File: src/rtl/tmr_scrub_if.sv
// ============================================================================
// tmr_scrub_if
// Replica-memory bus between the TMR scrub sequencer (master) and the three
// replicated memories (slave): one shared address, a read handshake returning
// all three replica words, and a write-back handshake carrying the voted word.
// Revision: 1.0
// ============================================================================
`default_nettype none

interface tmr_scrub_if #(
  parameter int ADDR_W = 4,
  parameter int DATA_W = 8
);
  logic [ADDR_W-1:0] addr;
  logic              rd_req;
  logic              rd_ack;
  logic [DATA_W-1:0] rdA;
  logic [DATA_W-1:0] rdB;
  logic [DATA_W-1:0] rdC;
  logic              wr_req;
  logic              wr_ack;
  logic [DATA_W-1:0] wr_data;

  modport master (
    output addr, rd_req, wr_req, wr_data,
    input  rd_ack, rdA, rdB, rdC, wr_ack
  );

  modport slave (
    input  addr, rd_req, wr_req, wr_data,
    output rd_ack, rdA, rdB, rdC, wr_ack
  );
endinterface

`default_nettype wire

File: src/rtl/tmr_scrub_sequencer.sv
// ============================================================================
// tmr_scrub_sequencer
// Periodically sweeps a triple-replicated memory: reads each word from all
// three replicas, majority-votes it and writes the voted word back whenever
// any replica disagrees. Flags a sticky fatal when all three replicas differ.
// Optional feature macro: TMR_SCRUB_ERRCNT_EN adds a saturating 8-bit
// mismatch counter output (err_cnt).
// The start pulse is named force_sweep because "force" is a reserved word.
// Revision: 1.0
// ============================================================================
`default_nettype none

module tmr_scrub_sequencer #(
  parameter int ADDR_W   = 4,
  parameter int DATA_W   = 8,
  parameter int DEPTH    = 16,
  parameter int PERIOD_W = 16
) (
  input  logic                clk,
  input  logic                rstn,
  input  logic                enable,
  input  logic [PERIOD_W-1:0] interval,
  input  logic                force_sweep,
  output logic                busy,
  output logic                done,
  output logic                fatal,
`ifdef TMR_SCRUB_ERRCNT_EN
  output logic [7:0]          err_cnt,
`endif
  tmr_scrub_if.master         bus
);

  localparam logic [2:0] ST_IDLE  = 3'd0;
  localparam logic [2:0] ST_WAIT  = 3'd1;
  localparam logic [2:0] ST_READ  = 3'd2;
  localparam logic [2:0] ST_CHECK = 3'd3;
  localparam logic [2:0] ST_WRITE = 3'd4;

  localparam logic [ADDR_W-1:0] LAST_ADDR = ADDR_W'(DEPTH - 1);

  logic [2:0]          state;
  logic [ADDR_W-1:0]   addr_q;
  logic [PERIOD_W-1:0] count;
  logic [DATA_W-1:0]   cap_a;
  logic [DATA_W-1:0]   cap_b;
  logic [DATA_W-1:0]   cap_c;
  logic [DATA_W-1:0]   wr_data_q;

  logic [DATA_W-1:0]   voted;
  logic                mismatch;
  logic                all_differ;
  logic                last_word;
  logic [2:0]          adv_state;
  logic [ADDR_W-1:0]   adv_addr;

  // Vote on the captured replicas and work out where "advance" goes next
  always_comb begin
    voted      = (cap_a & cap_b) | (cap_b & cap_c) | (cap_a & cap_c);
    mismatch   = (cap_a != voted) || (cap_b != voted) || (cap_c != voted);
    all_differ = (cap_a != cap_b) && (cap_b != cap_c) && (cap_a != cap_c);
    last_word  = (addr_q == LAST_ADDR);
    adv_state  = ST_READ;
    adv_addr   = addr_q + 1'b1;
    if (last_word) begin
      adv_state = enable ? ST_WAIT : ST_IDLE;
      adv_addr  = '0;
    end
  end

  // Sweep sequencer: interval wait, read, vote, optional write-back
  always_ff @(posedge clk or negedge rstn) begin
    if (!rstn) begin
      state     <= ST_IDLE;
      addr_q    <= '0;
      count     <= '0;
      cap_a     <= '0;
      cap_b     <= '0;
      cap_c     <= '0;
      wr_data_q <= '0;
      done      <= 1'b0;
      fatal     <= 1'b0;
    end else begin
      done <= 1'b0;
      case (state)
        ST_IDLE: begin
          if (enable) begin
            if (force_sweep) begin
              state  <= ST_READ;
              addr_q <= '0;
            end else begin
              state <= ST_WAIT;
              count <= interval;
            end
          end
        end
        ST_WAIT: begin
          // Dropping enable wins over a simultaneous force pulse
          if (!enable) begin
            state <= ST_IDLE;
          end else if ((count == '0) || force_sweep) begin
            state  <= ST_READ;
            addr_q <= '0;
          end else begin
            count <= count - 1'b1;
          end
        end
        ST_READ: begin
          if (bus.rd_ack) begin
            cap_a <= bus.rdA;
            cap_b <= bus.rdB;
            cap_c <= bus.rdC;
            state <= ST_CHECK;
          end
        end
        ST_CHECK: begin
          if (all_differ) begin
            fatal <= 1'b1;
          end
          if (mismatch) begin
            wr_data_q <= voted;
            state     <= ST_WRITE;
          end else begin
            state  <= adv_state;
            addr_q <= adv_addr;
            done   <= last_word;
            if (last_word) begin
              count <= interval;
            end
          end
        end
        ST_WRITE: begin
          if (bus.wr_ack) begin
            state  <= adv_state;
            addr_q <= adv_addr;
            done   <= last_word;
            if (last_word) begin
              count <= interval;
            end
          end
        end
        default: begin
          state <= ST_IDLE;
        end
      endcase
    end
  end

`ifdef TMR_SCRUB_ERRCNT_EN
  // Saturating count of words found with any replica disagreeing
  always_ff @(posedge clk or negedge rstn) begin
    if (!rstn) begin
      err_cnt <= 8'd0;
    end else if ((state == ST_CHECK) && mismatch && (err_cnt != 8'hFF)) begin
      err_cnt <= err_cnt + 8'd1;
    end
  end
`endif

  // Requests and busy decode straight from the state register
  always_comb begin
    busy        = (state == ST_READ) || (state == ST_CHECK) || (state == ST_WRITE);
    bus.rd_req  = (state == ST_READ);
    bus.wr_req  = (state == ST_WRITE);
    bus.addr    = addr_q;
    bus.wr_data = wr_data_q;
  end

endmodule

`default_nettype wire

File: src/flat_wrapper.sv
// flat-port wrapper written by rule: the top's interface ports become plain ports
module tmr_scrub_sequencer_flat 
#(
  parameter int ADDR_W   = 4,
  parameter int DATA_W   = 8,
  parameter int DEPTH    = 16,
  parameter int PERIOD_W = 16
)
  (clk, rstn, enable, interval, force_sweep, busy, done, fatal, bus_addr, bus_rd_req, bus_wr_req, bus_wr_data, bus_rd_ack, bus_rdA, bus_rdB, bus_rdC, bus_wr_ack);
  tmr_scrub_if #(.ADDR_W(ADDR_W), .DATA_W(DATA_W)) bus_i ();
  input  logic clk;
  input  logic rstn;
  input  logic enable;
  input  logic [PERIOD_W-1:0] interval;
  input  logic force_sweep;
  output logic busy;
  output logic done;
  output logic fatal;
  output wire logic [$bits(bus_i.addr)-1:0] bus_addr;
  output wire logic [$bits(bus_i.rd_req)-1:0] bus_rd_req;
  output wire logic [$bits(bus_i.wr_req)-1:0] bus_wr_req;
  output wire logic [$bits(bus_i.wr_data)-1:0] bus_wr_data;
  input wire logic [$bits(bus_i.rd_ack)-1:0] bus_rd_ack;
  input wire logic [$bits(bus_i.rdA)-1:0] bus_rdA;
  input wire logic [$bits(bus_i.rdB)-1:0] bus_rdB;
  input wire logic [$bits(bus_i.rdC)-1:0] bus_rdC;
  input wire logic [$bits(bus_i.wr_ack)-1:0] bus_wr_ack;
  assign bus_addr = bus_i.addr;
  assign bus_rd_req = bus_i.rd_req;
  assign bus_wr_req = bus_i.wr_req;
  assign bus_wr_data = bus_i.wr_data;
  assign bus_i.rd_ack = bus_rd_ack;
  assign bus_i.rdA = bus_rdA;
  assign bus_i.rdB = bus_rdB;
  assign bus_i.rdC = bus_rdC;
  assign bus_i.wr_ack = bus_wr_ack;
  tmr_scrub_sequencer #(.ADDR_W(ADDR_W), .DATA_W(DATA_W), .DEPTH(DEPTH), .PERIOD_W(PERIOD_W)) u_core (.clk(clk), .rstn(rstn), .enable(enable), .interval(interval), .force_sweep(force_sweep), .busy(busy), .done(done), .fatal(fatal), .bus(bus_i));
endmodule
File: config.mk
export PLATFORM = sky130hd
export DESIGN_NAME = tmr_scrub_sequencer_flat
export DESIGN_NICKNAME = d
export VERILOG_FILES = /design/src/rtl/tmr_scrub_if.sv /design/src/rtl/tmr_scrub_sequencer.sv /design/src/flat_wrapper.sv
export SDC_FILE = /design/constraint.sdc
export NUM_CORES = 1
export LEC_CHECK = 0
export BUFFER_PORTS_ARGS = -buffer_cell sky130_fd_sc_hd__clkbuf_2
export CAP_MARGIN = 5
export CORE_MARGIN = 5
export CORE_UTILIZATION = 60
export DETAILED_ROUTE_END_ITERATION = 6
export PLACE_DENSITY = 0.85
export SYNTH_ARGS = -nofsm -noshare
export SYNTH_HDL_FRONTEND = slang
export SYNTH_SLANG_ARGS = --single-unit
export TNS_END_PERCENT = 50
File: constraint.sdc
create_clock -name clk -period 3.9 [get_ports clk]
set_input_delay 0.39 -clock clk [delete_from_list [all_inputs] [get_ports clk]]
set_output_delay 0.39 -clock clk [all_outputs]
set_load 0.03 [all_outputs]
# After elaboration in Yosys (flattened, before gate mapping)
# Cells that the tools add are included.
dict set report classes {
  muxes 29
  bitwise 5
  reduce_logical 16
  addsub 2
  eq_ne 21
}
# operator n
set op_table {}
lappend op_table {{$mux W16} 7}
lappend op_table {{$pmux W16 S4} 1}
lappend op_table {{$ne A8 B8 Y1} 6}
lappend op_table {{$mux W4} 7}
lappend op_table {{$and A8 B8 Y8} 3}
lappend op_table {{$mux W3} 7}
lappend op_table {{$logic_not A16 Y1} 1}
lappend op_table {{$or A8 B8 Y8} 2}
lappend op_table {{$pmux W4 S4} 1}
lappend op_table {{$sub A16 B1 Y16 const B} 1}
lappend op_table {{$pmux W3 S5} 1}
lappend op_table {{$reduce_and A7 Y1} 2}
lappend op_table {{$ne A2 B2 Y1 const B} 6}
lappend op_table {{$eq A3 B2 Y1 const B} 2}
lappend op_table {{$ne A2 B1 Y1 const B} 3}
lappend op_table {{$reduce_and A2 Y1} 3}
lappend op_table {{$logic_or A1 B1 Y1} 5}
lappend op_table {{$add A4 B1 Y4 const B} 1}
lappend op_table {{$eq A4 B4 Y1 const B} 1}
lappend op_table {{$reduce_and A4 Y1} 1}
lappend op_table {{$reduce_bool A4 Y1} 1}
lappend op_table {{$eq A3 B1 Y1 const B} 1}
lappend op_table {{$eq A3 B3 Y1 const B} 1}
lappend op_table {{$logic_not A3 Y1} 1}
lappend op_table {{other kinds (5)} 8}
dict set report totals {
  word_cells 82
  output_inout_bits 17
  ff_bits 57
  input_bits 46
}

# Longest topological paths before layout
dict set report logic_depth {
  word_depth 8
  depth_mapped 11
  mapped_depth_nobuf 8
}

# Worst setup path before layout
# No wires, ideal clock.
dict set report synth_path {
  path_kind {register to register}
  startpoint {register u_core.cap_c[2]}
  endpoint {register u_core.count[4]}
  arrival_time_ps 2199
  path_buffers 2
  path_stages_with_launch 10
  setup_time_ps 122
  period_less_slack_ps 2320
  setup_slack_ps 1580
  required_ps 3778
  path_cell_list {dfrtp_1 > ha_1 > or3_4 > and4_1 > o2111ai_2 > o31ai_4 > and2_1 > buf_6 > buf_6 > a32o_1}
}
dict set report synth_between {
  elab_chain_len 8
  word_cells_on_any_way 11
  classes_between {eq/ne (4); bitwise (4); reduce/logical (3)}
}
# element line
set synth_lines {}
lappend synth_lines {{from (decl)} tmr_scrub_sequencer.sv:46} ;# logic [DATA_W-1:0] cap_c;
lappend synth_lines {{from (signal assigned)} tmr_scrub_sequencer.sv:111} ;# cap_c <= bus.rdC;
lappend synth_lines {{$and A8 B8 Y8} tmr_scrub_sequencer.sv:58} ;# voted = (cap_a & cap_b) | (cap_b & cap_c) | (cap_a & cap_c);
lappend synth_lines {{$or A8 B8 Y8 (2 in series)} tmr_scrub_sequencer.sv:58}
lappend synth_lines {{$ne A8 B8 Y1} tmr_scrub_sequencer.sv:59} ;# mismatch = (cap_a != voted) || (cap_b != voted) || (cap_c != voted);
lappend synth_lines {{$logic_or A1 B1 Y1} tmr_scrub_sequencer.sv:59}
lappend synth_lines {{$logic_or A1 B1 Y1 *} tmr_scrub_sequencer.sv:59}
lappend synth_lines {{$ne A2 B2 Y1 (no source line) *} n/a}
lappend synth_lines {{$reduce_and A7 Y1 (no source line) *} n/a}
lappend synth_lines {{to (signal assigned)} tmr_scrub_sequencer.sv:92} ;# count <= interval;
lappend synth_lines {{to (signal assigned)} tmr_scrub_sequencer.sv:104} ;# count <= count - 1'b1;
lappend synth_lines {{to (signal assigned)} tmr_scrub_sequencer.sv:127} ;# count <= interval;
lappend synth_lines {{to (decl)} tmr_scrub_sequencer.sv:43} ;# logic [PERIOD_W-1:0] count;
# Mark *: on every way between the ends. The rest lies on a longest branch, timed or not.
# A chain may end at the register's enable or synchronous reset.

# Worst setup path in the final report
dict set report layout_path {
  startpoint {register u_core.cap_c[3]}
  endpoint {register u_core.count[1]}
}
# Same word-level chain as after synthesis.

==> run_results.csv <==
group,metric,value,unit
timing,maxSlewHeadroom,24.11,%
pwr,ir_worst_vdd,0.4169,mV
yosys,synth-async-reset-ratio,100.0,%
pwr,power_density,827.1,nW/um^2
detailed_routing,drc,0,
outcome,status,"finished, final reports clean",
yosys,avgSynthCellArea,10.12,sq um
yosys,synth_fp_nets,414,
clock_tree,htreeDepth,3,
placed_design,port_buffers,62,
timing,period_minus_slack,2917,ps
grt,grt_pass1_vias,3075,
clock_tree,ctsHoldBuffers,0,
timing,rsz0062_at_grt,"false",
yosys,ys_seq_elements,57,
yosys,synthAdderAreaFrac,9.400,%
clock_tree,clock-sinks,57,
timing,period_share,74.79,%
detailed_routing,drt_pre_antenna_iters,5,
clock_tree,clk_pin_slew,70,ps
yosys,synth_warnings,0,
layout,mostFrequentLayoutCells,"clkbuf_2 (62), dfrtp_1 (57), nand2_1 (35), mux2_2 (26), ha_1 (26)",
detailed_routing,wl,8234,um
yosys,synth_flop_cell,"dfrtp_1",
detailed_routing,ant_nets,0,
die,die_w,85.95,um
grt,overflow,0,
worst_hold_path,hp-class,"in2async",
pwr,p_leak,1.775,nW
clock_tree,cts-root-buf,"clkbuf_8",
timing,final_hold_viol_count,0,
clock_tree,numCtsBuffers,9,
clock_tree,cts_tree,"done",
yosys,synth-xor-area-share,0,%
flow_run,maxCapViolations,0,
timing,setup_tns,0,ps
worst_setup_path,worstSetupPathType,"reg2reg",
clock_tree,clock_path_buffers,2,
yosys,synth_top_family_by_area,"simple AND/OR/NAND/NOR gates",
detailed_routing,vias,3045,
layout,n_antenna_cell,0,
die,rows,27,
yosys,yosys.area_share.simple,18.37,%
die,coreArea,5540,sq um
detailed_routing,drtIter0Drc,285,
yosys,synth_area_leaders,"dfrtp_1 (41%), ha_1 (9.4%), mux2_2 (8.5%)",
layout,area_delta_synth_final,15.11,%
layout,post-route-util,71.91,%
yosys,synthesis.instances,342,
timing,tightestPinTransition,1138,ps
grt,grt_pass1_wl,14380,um
grt,grt_max_degree,58,
timing,fin_skew,8.534,ps
clock_tree,cts.repair.resized,0,
timing,drv_slew,0,
clock_tree,clk-insertion-delay-late,330,ps
yosys,muxShareOfSynthArea,10.77,%
die,die_h,85.95,um
layout,drive_gt1_share,28.61,%
placed_design,gp_congestion,0.8536,
die,die_area,7387,sq um
worst_setup_path,path_max_fanout,16,
yosys,synth_compound_area_share,16.92,%
timing,finalSetupViolCount,0,
yosys,synth_area,3461,sq um
die,start_util,62.47,%
yosys,yosys.cell_types.count,51,
yosys,synth-edff-count,0,
worst_setup_path,critPathLaunchType,"flip-flop",
worst_setup_path,crit_required,4160,ps
grt,grt_usage,24.19,%
yosys,ys_seq_area_share,41.21,%
worst_setup_path,critical_path_arrival,3170,ps
grt,grt_antenna_before_repair,0,
die,io_pins,63,
yosys,synth_area_leader_cell,"dfrtp_1",
clock_tree,cts_setup_buffers,0,
detailed_routing,wl_per_cell,17.12,um
worst_setup_path,endpoint_kind,"flip-flop",
layout,nets,476,
placed_design,dp_hpwl,6007,um
pwr,total_power,3.295,mW
detailed_routing,post_drt_via_cell_ratio,6.331,
timing,max_freq,0.3428,GHz
yosys,synth_top_cell_area_share,41.21,%
layout,final_common_cell,"clkbuf_2",
==> where the power goes <==
part / switching (mW) / total [mW] / internal (mW)
sequential: 0.350 / 1.22 / 0.867
clock: 0.233 / 0.495 / 0.262
combinational: 0.888 / 1.58 / 0.695
total: 1.47 / 3.30 / 1.82
==> per-layer routing <==
metal | track usage, % | up-vias | routed length, um
li1 | - | 1432 | -
met1 | 32.76 | 1457 | 3695
met2 | 39.59 | 141 | 3926
met3 | 3.842 | 15 | 490
met4 | 7.770 | 0 | 122
met5 | 0 | - | 0
==> final timing paths <==
| kind | to | slack, ps | start | cells past startpoint |
|---|---|---|---|---|
| max | u_core.count[1]$_DFFE_PN0P_ | 980 | u_core.cap_c[3]$_DFFE_PN0P_ | 8 |
| min | u_core.bus.wr_data[1]$_DFFE_PN0P_ | 200 | rstn | 2 |
| max reg2reg | u_core.count[1]$_DFFE_PN0P_ | 980 | u_core.cap_c[3]$_DFFE_PN0P_ | 8 |
| min reg2reg | u_core.bus.wr_data[3]$_DFFE_PN0P_ | 480 | u_core.bus.wr_data[3]$_DFFE_PN0P_ | 2 |
| max in group asynchronous | u_core.state[0]$_DFFE_PN0P_ | 3230 | rstn | 2 |
| min in group clk | u_core.cap_a[5]$_DFFE_PN0P_ | 290 | bus_rdA[5] | 2 |
==> synth_stat cells (6+ instances only) <==
| cell | count |
|---|---|
| nand3_1 | 17 |
| or3_1 | 7 |
| nor3_1 | 10 |
| o21ai_0 | 21 |
| mux2i_1 | 8 |
| ha_1 | 26 |
| a22o_1 | 7 |
| dfrtp_1 | 57 |
| a31oi_1 | 6 |
| o31ai_1 | 6 |
| nand2_1 | 35 |
| nor4_1 | 8 |
| inv_1 | 8 |
| mux2_2 | 26 |
| nor2_1 | 11 |
| a21oi_1 | 14 |
| clkbuf_1 | 7 |
==> flip-flops by register name (all words and copies together) (netlist names) <==
name                count
u_core.bus.addr         4
u_core.fatal            1
u_core.cap_a            8
u_core.done             1
u_core.state            3
u_core.bus.wr_data      8
u_core.count           16
u_core.cap_c            8
u_core.cap_b            8
==> logic make-up (layout without fill, tap and decap cells) <==
kind of cell / after synthesis / in the layout
simple gates: 118 / 118
compound gates: 83 / 83
flops: 57 / 57
mux: 34 / 34
fa+ha+maj: 26 / 26
buf+inv: 24 / 91
==> worst max-delay path, stage by stage, from the launching register on <==
cell and delay [ps]:
dfrtp_1 430, ha_1 220, nor3_1 370, mux2i_1 270
o2111ai_2 220, o31ai_4 250, buf_4 240, and2_1 590
mux2i_1 250
==> stage by stage <==
| stage | setup WS, ps | hold slack, ps | instances | instance area (sq um) |
|---|---|---|---|---|
| final | 983.1 | 200.8 | 481 | 3984 |
| after global placement | 1112 | 464.8 | 465 | 3810 |
| after global routing | 828.4 | 272.7 | 481 | 3984 |
| after CTS | 1044 | 227.4 | 481 | 3984 |
| after detailed placement | 1055 | 483.4 | 465 | 3810 |
| after floorplan | 1580 | 94.41 | 342 | 3461 |
==> area by class of cell <==
type,count,area [sq um]
clock buffers,13,158.9
clock inverters,3,15.01
fillers,408,1556
inverters,9,33.78
multi-input cells,261,1919
flip-flops and latches,57,1426
well taps,72,90.09
repair buffers,66,340.3
Note: power is estimated with default switching activity, not from simulation.
